File: src/rtl/rp_pkg.sv
// Shared definitions for the RPxx seek sequencer: RPCS1 function codes (octal),
// FSM state encoding and command classification.
package rp_pkg;

  localparam int CYL_W_DEF = 10;

  // GO lives in bit 0 and never takes part in decode
  localparam logic [5:0] FUNC_MASK = 6'o76;

  localparam logic [5:0] F_NOP     = 6'o00;
  localparam logic [5:0] F_UNLOAD  = 6'o02;
  localparam logic [5:0] F_SEEK    = 6'o04;
  localparam logic [5:0] F_RECAL   = 6'o06;
  localparam logic [5:0] F_DRVCLR  = 6'o10;
  localparam logic [5:0] F_RELEASE = 6'o12;
  localparam logic [5:0] F_OFFSET  = 6'o14;
  localparam logic [5:0] F_RETCL   = 6'o16;
  localparam logic [5:0] F_PRESET  = 6'o20;
  localparam logic [5:0] F_PAKACK  = 6'o22;
  localparam logic [5:0] F_SEARCH  = 6'o30;
  localparam logic [5:0] F_DATA_LO = 6'o50;
  localparam logic [5:0] F_DATA_HI = 6'o72;

  typedef enum logic [2:0] {IDLE, SEEK, SRCH, XFER, DONE} state_t;

  // C_POS: seek/recal/offset/retcl; C_PULSE: drvclr/preset/pakack
  typedef enum logic [2:0] {C_NONE, C_POS, C_SRCH, C_DATA, C_PULSE, C_BAD} cmd_t;

  function automatic cmd_t classify(input logic [5:0] code);
    cmd_t c;
    case (code)
      F_SEEK, F_RECAL, F_OFFSET, F_RETCL: c = C_POS;
      F_SEARCH:                           c = C_SRCH;
      F_DRVCLR, F_PRESET, F_PAKACK:       c = C_PULSE;
      F_NOP, F_UNLOAD, F_RELEASE:         c = C_NONE;
      default: c = (code >= F_DATA_LO && code <= F_DATA_HI) ? C_DATA : C_BAD;
    endcase
    return c;
  endfunction

endpackage

File: src/rtl/rp_delay_cnt.sv
// Loadable down-counter that parks at zero; zero flag is combinational from the count.
// Load takes effect on the next clock; no backpressure.
module rp_delay_cnt #(
  parameter int W = 16
) (
  input  logic         clk,
  input  logic         rst,
  input  logic         clr,
  input  logic         load,
  input  logic [W-1:0] loadVal,
  output logic         zero
);

  logic [W-1:0] cnt;

  always_ff @(posedge clk or posedge rst) begin
    if (rst) begin
      cnt <= '0;
    end else if (clr) begin
      cnt <= '0;
    end else if (load) begin
      cnt <= loadVal;
    end else if (cnt != '0) begin
      cnt <= cnt - W'(1);
    end
  end

  assign zero = (cnt == '0);

endmodule

File: src/rtl/rp_seek_sequencer.sv
// Per-drive RPxx command sequencer: GO decode, seek/search/transfer sequencing, PIP/DRY/ATA drive.
// Registered status one cycle after GO; cmd* pulses same cycle; xfer_req held until xfer_ack. RP_SEEK_TIMING_EN enables real seek/search timing.
module rp_seek_sequencer
  import rp_pkg::*;
#(
  parameter int SEEK_BASE = 20,
  parameter int SEEK_STEP = 1,
  parameter int SRCH_DLY  = 10,
  parameter int CYL_W     = CYL_W_DEF
) (
  input  logic             clk,
  input  logic             rst,
  input  logic             clr,
  input  logic             go,
  input  logic [5:0]       func,
  input  logic [CYL_W-1:0] tgt_cyl,
  input  logic             rpCD,
  input  logic             err,
  input  logic             xfer_ack,
  output logic             setPIP,
  output logic             setDRY,
  output logic             setATA,
  output logic             cmdDRVCLR,
  output logic             cmdPRESET,
  output logic             cmdPAKACK,
  output logic             xfer_req,
  output logic [CYL_W-1:0] cur_cyl
);

  // Counter preloads are base-1 and dly-1, so both must be at least one cycle
  if (SEEK_BASE < 1 || SEEK_STEP < 0 || SRCH_DLY < 1 || CYL_W < 1) begin : gParamCheck
    $error("rp_seek_sequencer: SEEK_BASE/SRCH_DLY must be >= 1, SEEK_STEP >= 0");
  end

  state_t           state;
  cmd_t             cmdQ;
  logic [CYL_W-1:0] tgtQ;
  logic             cdQ;

  logic [5:0]       code;
  cmd_t             cls;
  logic [CYL_W-1:0] newTgt;
  logic             goIdle, cdFall, drvClr, startSeek, phaseEnd;

  assign code      = func & FUNC_MASK;
  assign cls       = classify(code);
  assign cdFall    = cdQ & ~rpCD;
  assign goIdle    = go & rpCD & (state == IDLE);
  assign drvClr    = go & rpCD & (code == F_DRVCLR);
  assign startSeek = goIdle & ~err & (cls == C_POS || cls == C_SRCH || cls == C_DATA);

  assign cmdDRVCLR = drvClr;
  assign cmdPRESET = goIdle & ~err & (code == F_PRESET);
  assign cmdPAKACK = goIdle & ~err & (code == F_PAKACK);

  always_comb begin
    case (code)
      F_RECAL:           newTgt = '0;
      F_OFFSET, F_RETCL: newTgt = cur_cyl;
      default:           newTgt = tgt_cyl;
    endcase
  end

`ifdef RP_SEEK_TIMING_EN
  localparam int CNT_W = 16;

  logic [CYL_W:0]   cylDiff;
  logic [CNT_W-1:0] seekLen, cntVal;
  logic             cntLoad, cntZero;

  // One counter serves both phases: seek length at GO, search delay at seek end
  always_comb begin
    cylDiff = (newTgt >= cur_cyl) ? ({1'b0, newTgt} - {1'b0, cur_cyl})
                                  : ({1'b0, cur_cyl} - {1'b0, newTgt});
    seekLen = CNT_W'(SEEK_BASE) + CNT_W'(SEEK_STEP) * CNT_W'(cylDiff) - CNT_W'(1);
    cntLoad = startSeek | ((state == SEEK) & cntZero & (cmdQ != C_POS));
    cntVal  = (state == IDLE) ? seekLen : CNT_W'(SRCH_DLY - 1);
  end

  rp_delay_cnt #(.W(CNT_W)) uDelay (
    .clk     (clk),
    .rst     (rst),
    .clr     (clr),
    .load    (cntLoad),
    .loadVal (cntVal),
    .zero    (cntZero)
  );

  assign phaseEnd = cntZero;
`else
  assign phaseEnd = 1'b1;
`endif

  always_ff @(posedge clk or posedge rst) begin
    if (rst) begin
      state    <= IDLE;
      cmdQ     <= C_NONE;
      tgtQ     <= '0;
      cur_cyl  <= '0;
      cdQ      <= 1'b0;
      setPIP   <= 1'b0;
      setDRY   <= 1'b0;
      setATA   <= 1'b0;
      xfer_req <= 1'b0;
    end else if (clr) begin
      state    <= IDLE;
      cmdQ     <= C_NONE;
      tgtQ     <= '0;
      cur_cyl  <= '0;
      cdQ      <= 1'b0;
      setPIP   <= 1'b0;
      setDRY   <= 1'b0;
      setATA   <= 1'b0;
      xfer_req <= 1'b0;
    end else begin
      cdQ    <= rpCD;
      setATA <= 1'b0;
      if (cdFall) begin
        state    <= IDLE;
        setPIP   <= 1'b0;
        setDRY   <= 1'b1;
        setATA   <= 1'b1;
        xfer_req <= 1'b0;
      end else if (drvClr) begin
        // drive clear abandons any command quietly; head stays where it is
        state    <= IDLE;
        setPIP   <= 1'b0;
        setDRY   <= 1'b1;
        xfer_req <= 1'b0;
      end else begin
        case (state)
          IDLE: begin
            setDRY <= 1'b1;
            if (goIdle && (err || cls == C_BAD)) begin
              setATA <= 1'b1;
            end else if (startSeek) begin
              state  <= SEEK;
              cmdQ   <= cls;
              tgtQ   <= newTgt;
              setPIP <= 1'b1;
              setDRY <= 1'b0;
            end
          end
          SEEK: begin
            if (phaseEnd) begin
              cur_cyl <= tgtQ;
              setPIP  <= 1'b0;
              if (cmdQ == C_POS) begin
                state  <= DONE;
                setDRY <= 1'b1;
                setATA <= 1'b1;
              end else begin
                state <= SRCH;
              end
            end
          end
          SRCH: begin
            if (phaseEnd) begin
              if (cmdQ == C_DATA) begin
                state    <= XFER;
                xfer_req <= 1'b1;
              end else begin
                state  <= DONE;
                setDRY <= 1'b1;
                setATA <= 1'b1;
              end
            end
          end
          XFER: begin
            if (xfer_ack) begin
              state    <= DONE;
              xfer_req <= 1'b0;
              setDRY   <= 1'b1;
            end
          end
          DONE:    state <= IDLE;
          default: state <= IDLE;
        endcase
      end
    end
  end

endmodule

File: config.mk
export PLATFORM = sky130hd
export DESIGN_NAME = rp_seek_sequencer
export DESIGN_NICKNAME = d
export VERILOG_FILES = /design/src/rtl/rp_pkg.sv /design/src/rtl/rp_delay_cnt.sv /design/src/rtl/rp_seek_sequencer.sv
export SDC_FILE = /design/constraint.sdc
export NUM_CORES = 1
export LEC_CHECK = 0
export ABC_AREA = 1
export ABC_CLOCK_PERIOD_IN_PS = 2230
export BUFFER_PORTS_ARGS = -buffer_cell sky130_fd_sc_hd__buf_2
export CAP_MARGIN = 20
export CORE_MARGIN = 3
export CORE_UTILIZATION = 35
export CTS_CLUSTER_DIAMETER = 100
export DETAILED_ROUTE_END_ITERATION = 7
export HOLD_SLACK_MARGIN = 0.15
export SLEW_MARGIN = 20
export SYNTH_ARGS = -nofsm -noshare
export SYNTH_HDL_FRONTEND = slang
export SYNTH_HIERARCHICAL = 1
export SYNTH_SLANG_ARGS = --single-unit
File: constraint.sdc
create_clock -name clk -period 2.23 [get_ports clk]
set_input_delay 0.3345 -clock clk [delete_from_list [all_inputs] [get_ports clk]]
set_output_delay 0.3345 -clock clk [all_outputs]
set_load 0.005 [all_outputs]
==> results_dict.tcl, run 1 <==
set metrics [dict create \
    n_antenna_cell 0 \
    power.share.clock_pct 35.0 \
    power.switching_mw 0.370 \
    cpMaxStageDelayCell "dfrtp_1" \
    fin_crit_ns 1.94 \
    highest_layer "met4" \
    synth_cell_types 29 \
    outcome "finished clean" \
    track_usage_pct 15.4 \
    wl_met1_mm 1.86 \
    ys_ff_latch 31 \
    clockBufferDepth 2 \
    slew_headroom_pct 60.4 \
    leakage_nw 1.10 \
    drtAntennaViolNets 0 \
    rsz0062_at_grt "no" \
    avgSynthCellArea_um2 8.04 \
    layout-drive-gt1-share_pct 24.6 \
    p_total_mw 1.25 \
    worstPathCellList "nor2_1 > nand2_1 > nor3_1 > inv_1 > nor3_1 > buf_2" \
    core_um2 4470 \
    p_sw_share_pct 29.6 \
    hpwl_mm 2.74 \
    io_pins 40 \
    place.gp.congestion 0.803 \
    powerDensity_nw_per_um2 614 \
    io_buffers 38 \
    finalNetCount 278 \
    cts_root_buf "clkbuf_8" \
    ir_drop_mv 0.259 \
    wl_per_cell_um 12.5 \
    start_util_pct 37.4 \
    postCtsResizedCells 0 \
    path_class "reg -> out" \
    clk_latency_ns 0.29 \
    std_cell_rows 24 \
    grt_overflow 0 \
    min_from "clr" \
    pwr-share-comb_pct 17.3 \
    slew_viol_final 0 \
    syn_to_final_growth_pct 21.7 \
    totalWireLength_mm 3.84 \
    antenna_found_initial 0 \
    finalClockSkew_ns 0.0112 \
    num_vias 1514 \
    ys_seq_area_share_pct 46.4 \
    synth_cells 208 \
    cap_violations 0 \
    clk_transition_reported_paths_ns 0.06 \
    drt_iter0_drc 78 \
    cts_tree "yes" \
    wl_met3_um 181 \
    drt_pre_antenna_iters 4 \
    max_slew.worst_pin.slew_ns 0.590 \
    crit_required_ns 1.90 \
    cp-start-kind "register" \
    grt_start_max_net_pins 32 \
    holdPathStages 2 \
    chipWidth_um 75.1 \
    ys_warn_count 6 \
    fp.dieH_um 75.1 \
    dieArea_um2 5650 \
    worst-r2r-cell-count 8 \
    syn-num-nets 231 \
    grt_pass1_wl_mm 6.53 \
    fmax_mhz 514 \
    final-setup-viol-count 0 \
    met2WireLength_mm 1.75 \
    ctsHtreeMaxLevel 2 \
    grt_pass1_vias 1422 \
    seqPwrFrac_pct 47.7 \
    synthesis.area_um2 1670 \
    internal_power_mw 0.880 \
    slowest_delay_ns 0.42 \
    path_common_cell "nor3_1" \
    critPathMaxFanout 4 \
    holdWs_ns 0.344 \
    fin_setup_tns_ns 0 \
    cts-buffers-inserted 5 \
    period_share_pct 87.2 \
    hold_violations 0 \
    vias_per_cell 4.92 \
    r2r_start "state[1]$_DFFE_PP0P_" \
    clock_sinks 31 \
    hold_path_class "in -> reg" \
    r2r_slack_ns 0.50 \
    utilization_pct 45.5 \
    r2r-end "cmdQ[0]$_DFFE_PP0P_" \
    drc 0 \
    cp-end-kind "primary output" \
    hold_end "setATA$_DFF_PP0_" \
    arrival_ns 1.61 \
]
## flip-flops by register name, summed over array words and instances (netlist names)
| register | cells |
|---|---|
| setPIP | 1 |
| cdQ | 1 |
| state | 3 |
| setDRY | 1 |
| cur_cyl | 10 |
| cmdQ | 3 |
| xfer_req | 1 |
| setATA | 1 |
| tgtQ | 10 |
## per-stage QoR
stage	setup slack (ns)	instances	instance area [um2]
floorplan	0.808	208	1670
global placement	0.485	299	1940
detailed placement	0.476	299	1940
CTS	0.267	308	2040
global route	0.0489	308	2040
finish	0.286	308	2040
## critical path, delay by kind of cell, from the launching register on
family,cells,cell delay (ns)
buffers and inverters,2,0.23
and+or+nand+nor,4,0.68
DFF,1,0.42
## timing repair
item | 4_1_cts | 5_1_grt
endpoints found under the hold margin | 31 | 0
setup endpoints to repair | 0 | 0
setup buffers | 0 | 0
hold buffers | 1 | 0
## logic make-up after synthesis
kind of cell	Yosys count	share of synthesized area, %
flip-flops	31	46.4
buffers and inverters	37	8.68
AO/OA/AOI/OAI	45	18.8
AND/OR/NAND/NOR	95	26.2
## cells in the final DEF, fill, tap and decap left out, drive strengths merged
cell type    instances
a311oi               1
nand2               56
nand4                3
inv                 34
dlygate4sd3          1
dfrtp               31
o22ai                4
o21ai               15
nor2                16
clkbuf               6
a211oi               1
buf                 42
clkinvlp             1
a21boi               1
clkinv               1
o211ai               1
a31oi                1
o31ai                1
nand3               15
a2bb2oi             10
nor3                 5
a21oi               10
## Yosys cell counts
master     count  area, um2
o21ai_0       13       65.1
nor2_1        14       52.6
nand2_1       52        195
a21oi_1        7       35.0
a21oi_4        2       32.5
a2bb2oi_1     10       87.6
inv_2          1       3.75
nand3_4        1       17.5
a311oi_1       1       8.76
buf_2          2       10.0
buf_4          1       7.51
nand2_2        4       25.0
a211oi_2       1       12.5
nor3_2         1       10.0
nor3_1         3       15.0
o211ai_1       1       7.51
nor2_4         1       11.3
nor2_2         1       6.26
o31ai_1        1       7.51
o22ai_1        4       25.0
a31oi_1        1       6.26
dfrtp_1       31        776
a21oi_2        1       8.76
inv_1         33        124
o21ai_1        2       10.0
a21boi_1       1       7.51
nor3_4         1       16.3
nand3_1       14       70.1
nand4_1        3       18.8
## area by class of cell
type	instances	area (um2)
multi-input combinational	140	752
fill	449	2440
tap	52	65.1
timing repair buffer	43	230
clock buffer	6	72.6
inverter	34	128
clock inverter	2	12.5
sequential	31	776
## layer usage
layer,vias to the layer above,global-route usage (%)
met2,42,23.3
met3,6,3.74
met4,0,6.60
li1,775,-
met5,-,0
met1,691,20.9
## power groups by stage
stage | logic, mW | registers (mW) | clock network [mW]
floorplan | 0.143 | 0.607 | 0
global placement | 0.217 | 0.607 | 0
detailed placement | 0.219 | 0.607 | 0
CTS | 0.221 | 0.596 | 0.446
global route | 0.251 | 0.599 | 0.470
finish | 0.216 | 0.597 | 0.438
## worst max-delay path by stage
stage | start | to | slack, ns
2_1_floorplan | state[1]$_DFFE_PP0P_ | cmdQ[0]$_DFFE_PP0P_ | 0.81
3_3_place_gp | state[1]$_DFFE_PP0P_ | cmdQ[0]$_DFFE_PP0P_ | 0.48
3_5_place_dp | state[1]$_DFFE_PP0P_ | cmdQ[0]$_DFFE_PP0P_ | 0.48
4_1_cts | state[1]$_DFFE_PP0P_ | cmdPRESET | 0.27
5_1_grt | state[1]$_DFFE_PP0P_ | cmdPAKACK | 0.05
6_report | state[1]$_DFFE_PP0P_ | cmdPRESET | 0.29
Note: power is estimated with default switching activity, not from simulation.
==> run 2, diff against run 1 <==
- CELL_PAD_IN_SITES_DETAIL_PLACEMENT: not set -> 1
- CELL_PAD_IN_SITES_GLOBAL_PLACEMENT: not set -> 1
- PLACE_DENSITY_LB_ADDON: not set -> 0.1
- SYNTH_HIERARCHICAL: 1 -> not set
==> results_dict.tcl, run 2 <==
set metrics [dict create \
    slew_viol_final 0 \
    clockBufferDepth 2 \
    hpwl_mm 3.09 \
    io_pins 40 \
    hold_violations 0 \
    synth_area_leaders "dfrtp_1, nand2_1, inv_1" \
    synth_top_area_cell "dfrtp_1" \
    ys_async_sr_fraction_pct 100 \
    cp-start-kind "register" \
    crit_required_ns 1.90 \
    clk_transition_reported_paths_ns 0.06 \
    antenna_found_initial 0 \
    powerDensity_nw_per_um2 617 \
    start_util_pct 37.4 \
    synth_cell_types 29 \
    ys_ff_latch 31 \
    ir_drop_mv 0.261 \
    max_slew.worst_pin.slew_ns 0.590 \
    core_um2 4470 \
    fmax_mhz 507 \
    final_cell_mix "nand2_1, buf_2, inv_1, dfrtp_1" \
    totalWireLength_mm 4.19 \
    ys_warn_count 0 \
    holdWs_ns 0.351 \
    drt_iter0_drc 65 \
    place.gp.congestion 0.832 \
    setup_slack_ns 0.258 \
    arrival_ns 1.64 \
    cts_tree "yes" \
    top_regs "cur_cyl (10), tgtQ (10)" \
    critPathMaxFanout 5 \
    yosysTopAreaCellShare_pct 46.4 \
    grt_start_max_net_pins 32 \
    synthesis.area_um2 1670 \
    wl_per_cell_um 13.6 \
    min_from "rpCD" \
    synth_cells 208 \
    synth_flop_cell "dfrtp_1" \
    rsz0062_at_grt "no" \
    hold_path_class "in -> reg" \
    cp-end-kind "primary output" \
    synth_commonest_cells "nand2_1, inv_1, dfrtp_1, nand3_1, nor2_1" \
    io_buffers 38 \
    holdPathStages 3 \
    synth_edf_count 0 \
    drt_pre_antenna_iters 4 \
    period_share_pct 88.4 \
    hold_end "cdQ$_DFF_PP0_" \
    track_usage_pct 16.3 \
    avgSynthCellArea_um2 8.04 \
    clk_latency_ns 0.27 \
    dp_slack_ns 0.410 \
    ys_seq_area_share_pct 46.4 \
    finalClockSkew_ns 0.00344 \
    syn-num-nets 231 \
    dieArea_um2 5650 \
    utilization_pct 45.6 \
    worst-r2r-cell-count 8 \
    drc 0 \
    layout-drive-gt1-share_pct 24.7 \
    cts_root_buf "clkbuf_8" \
    leakage_nw 1.11 \
    fp.dieH_um 75.1 \
    chipWidth_um 75.1 \
    cap_violations 0 \
    fin_crit_ns 1.97 \
    final_common_cell "nand2_1" \
    ctsHtreeMaxLevel 2 \
    finalNetCount 278 \
    r2r-end "tgtQ[1]$_DFFE_PP0P_" \
    num_vias 1533 \
    yosys.cell_count.top_type "nand2_1" \
    n_antenna_cell 0 \
    slew_headroom_pct 60.7 \
    outcome "finished clean" \
    syn_to_final_growth_pct 21.8 \
    cts-buffers-inserted 5 \
    grt_pass1_vias 1530 \
    path_class "reg -> out" \
    grt_overflow 0 \
    final-setup-viol-count 0 \
    grt_pass1_wl_mm 7.00 \
    drtAntennaViolNets 0 \
    fin_setup_tns_ns 0 \
    vias_per_cell 4.99 \
    r2r_start "state[2]$_DFFE_PP0P_" \
    std_cell_rows 24 \
    r2r_slack_ns 0.43 \
    clock_sinks 31 \
]
==> run 2: cell counts after synthesis <==
Identical to the previous run, type by type.
==> run 2: worst max-delay path: stages (launching register included) <==
cell	delay [ns]
dfrtp_1	0.44
inv_1	0.12
nand2_1	0.12
nor3_1	0.31
inv_1	0.10
nor3_1	0.14
buf_2	0.14
==> run 2: metal layers <==
metal | up-vias | global-route usage [%] | share of wire, %
li1 | 779 | - | -
met1 | 723 | 20.9 | 48
met2 | 26 | 27.8 | 47
met3 | 5 | 4.01 | 4.0
met4 | 0 | 4.08 | 0.93
met5 | - | 0 | 0
==> run 2: metrics by stage <==
| stage | power, mW | instances | cell area, um2 |
|---|---|---|---|
| floorplan | 0.750 | 208 | 1670 |
| global placement | 0.828 | 299 | 1940 |
| detailed placement | 0.830 | 299 | 1940 |
| CTS | 1.29 | 307 | 2040 |
| global route | 1.34 | 307 | 2040 |
| finish | 1.26 | 307 | 2040 |
==> run 2: how the worst max path moves through the flow <==
stage                              start                  end  slack [ns]  depth (start not counted)
global route        state[1]$_DFFE_PP0P_            cmdPAKACK        0.02                          6
finish              state[2]$_DFFE_PP0P_            cmdPRESET        0.26                          6
CTS                 state[2]$_DFFE_PP0P_            cmdPRESET        0.21                          6
detailed placement  state[2]$_DFFE_PP0P_  tgtQ[1]$_DFFE_PP0P_        0.41                          8
global placement    state[1]$_DFFE_PP0P_  cmdQ[0]$_DFFE_PP0P_        0.43                          8
floorplan           state[1]$_DFFE_PP0P_  cmdQ[0]$_DFFE_PP0P_        0.81                          8
==> run 2: timing repair <==
item                                   4_1_cts  5_1_grt
gates resized for setup                      0        0
buffers inserted                             0        0
hold buffers                                 1        0
endpoints found under the hold margin       31        0
==> run 2: where the power goes <==
group	internal [mW]	switching (mW)
registers	0.583	0.0142
logic	0.0797	0.141
clock network	0.242	0.198
==> run 2: cell type report <==
class                           instances  area, um2
Inverter                               34        128
Clock inverter                          1       5.00
Tap cell                               52       65.1
Multi-Input combinational cell        140        752
Fill cell                             579       2440
Sequential cell                        31        776
Timing Repair Buffer                   43        230
Clock buffer                            6       82.6
==> run 2: kinds of logic after synthesis <==
| kind of cell | Yosys count | synth area share [%] |
|---|---|---|
| and+or+nand+nor | 95 | 26.2 |
| buffers and inverters | 37 | 8.68 |
| AOI/OAI and AO/OA | 45 | 18.8 |
| DFF | 31 | 46.4 |
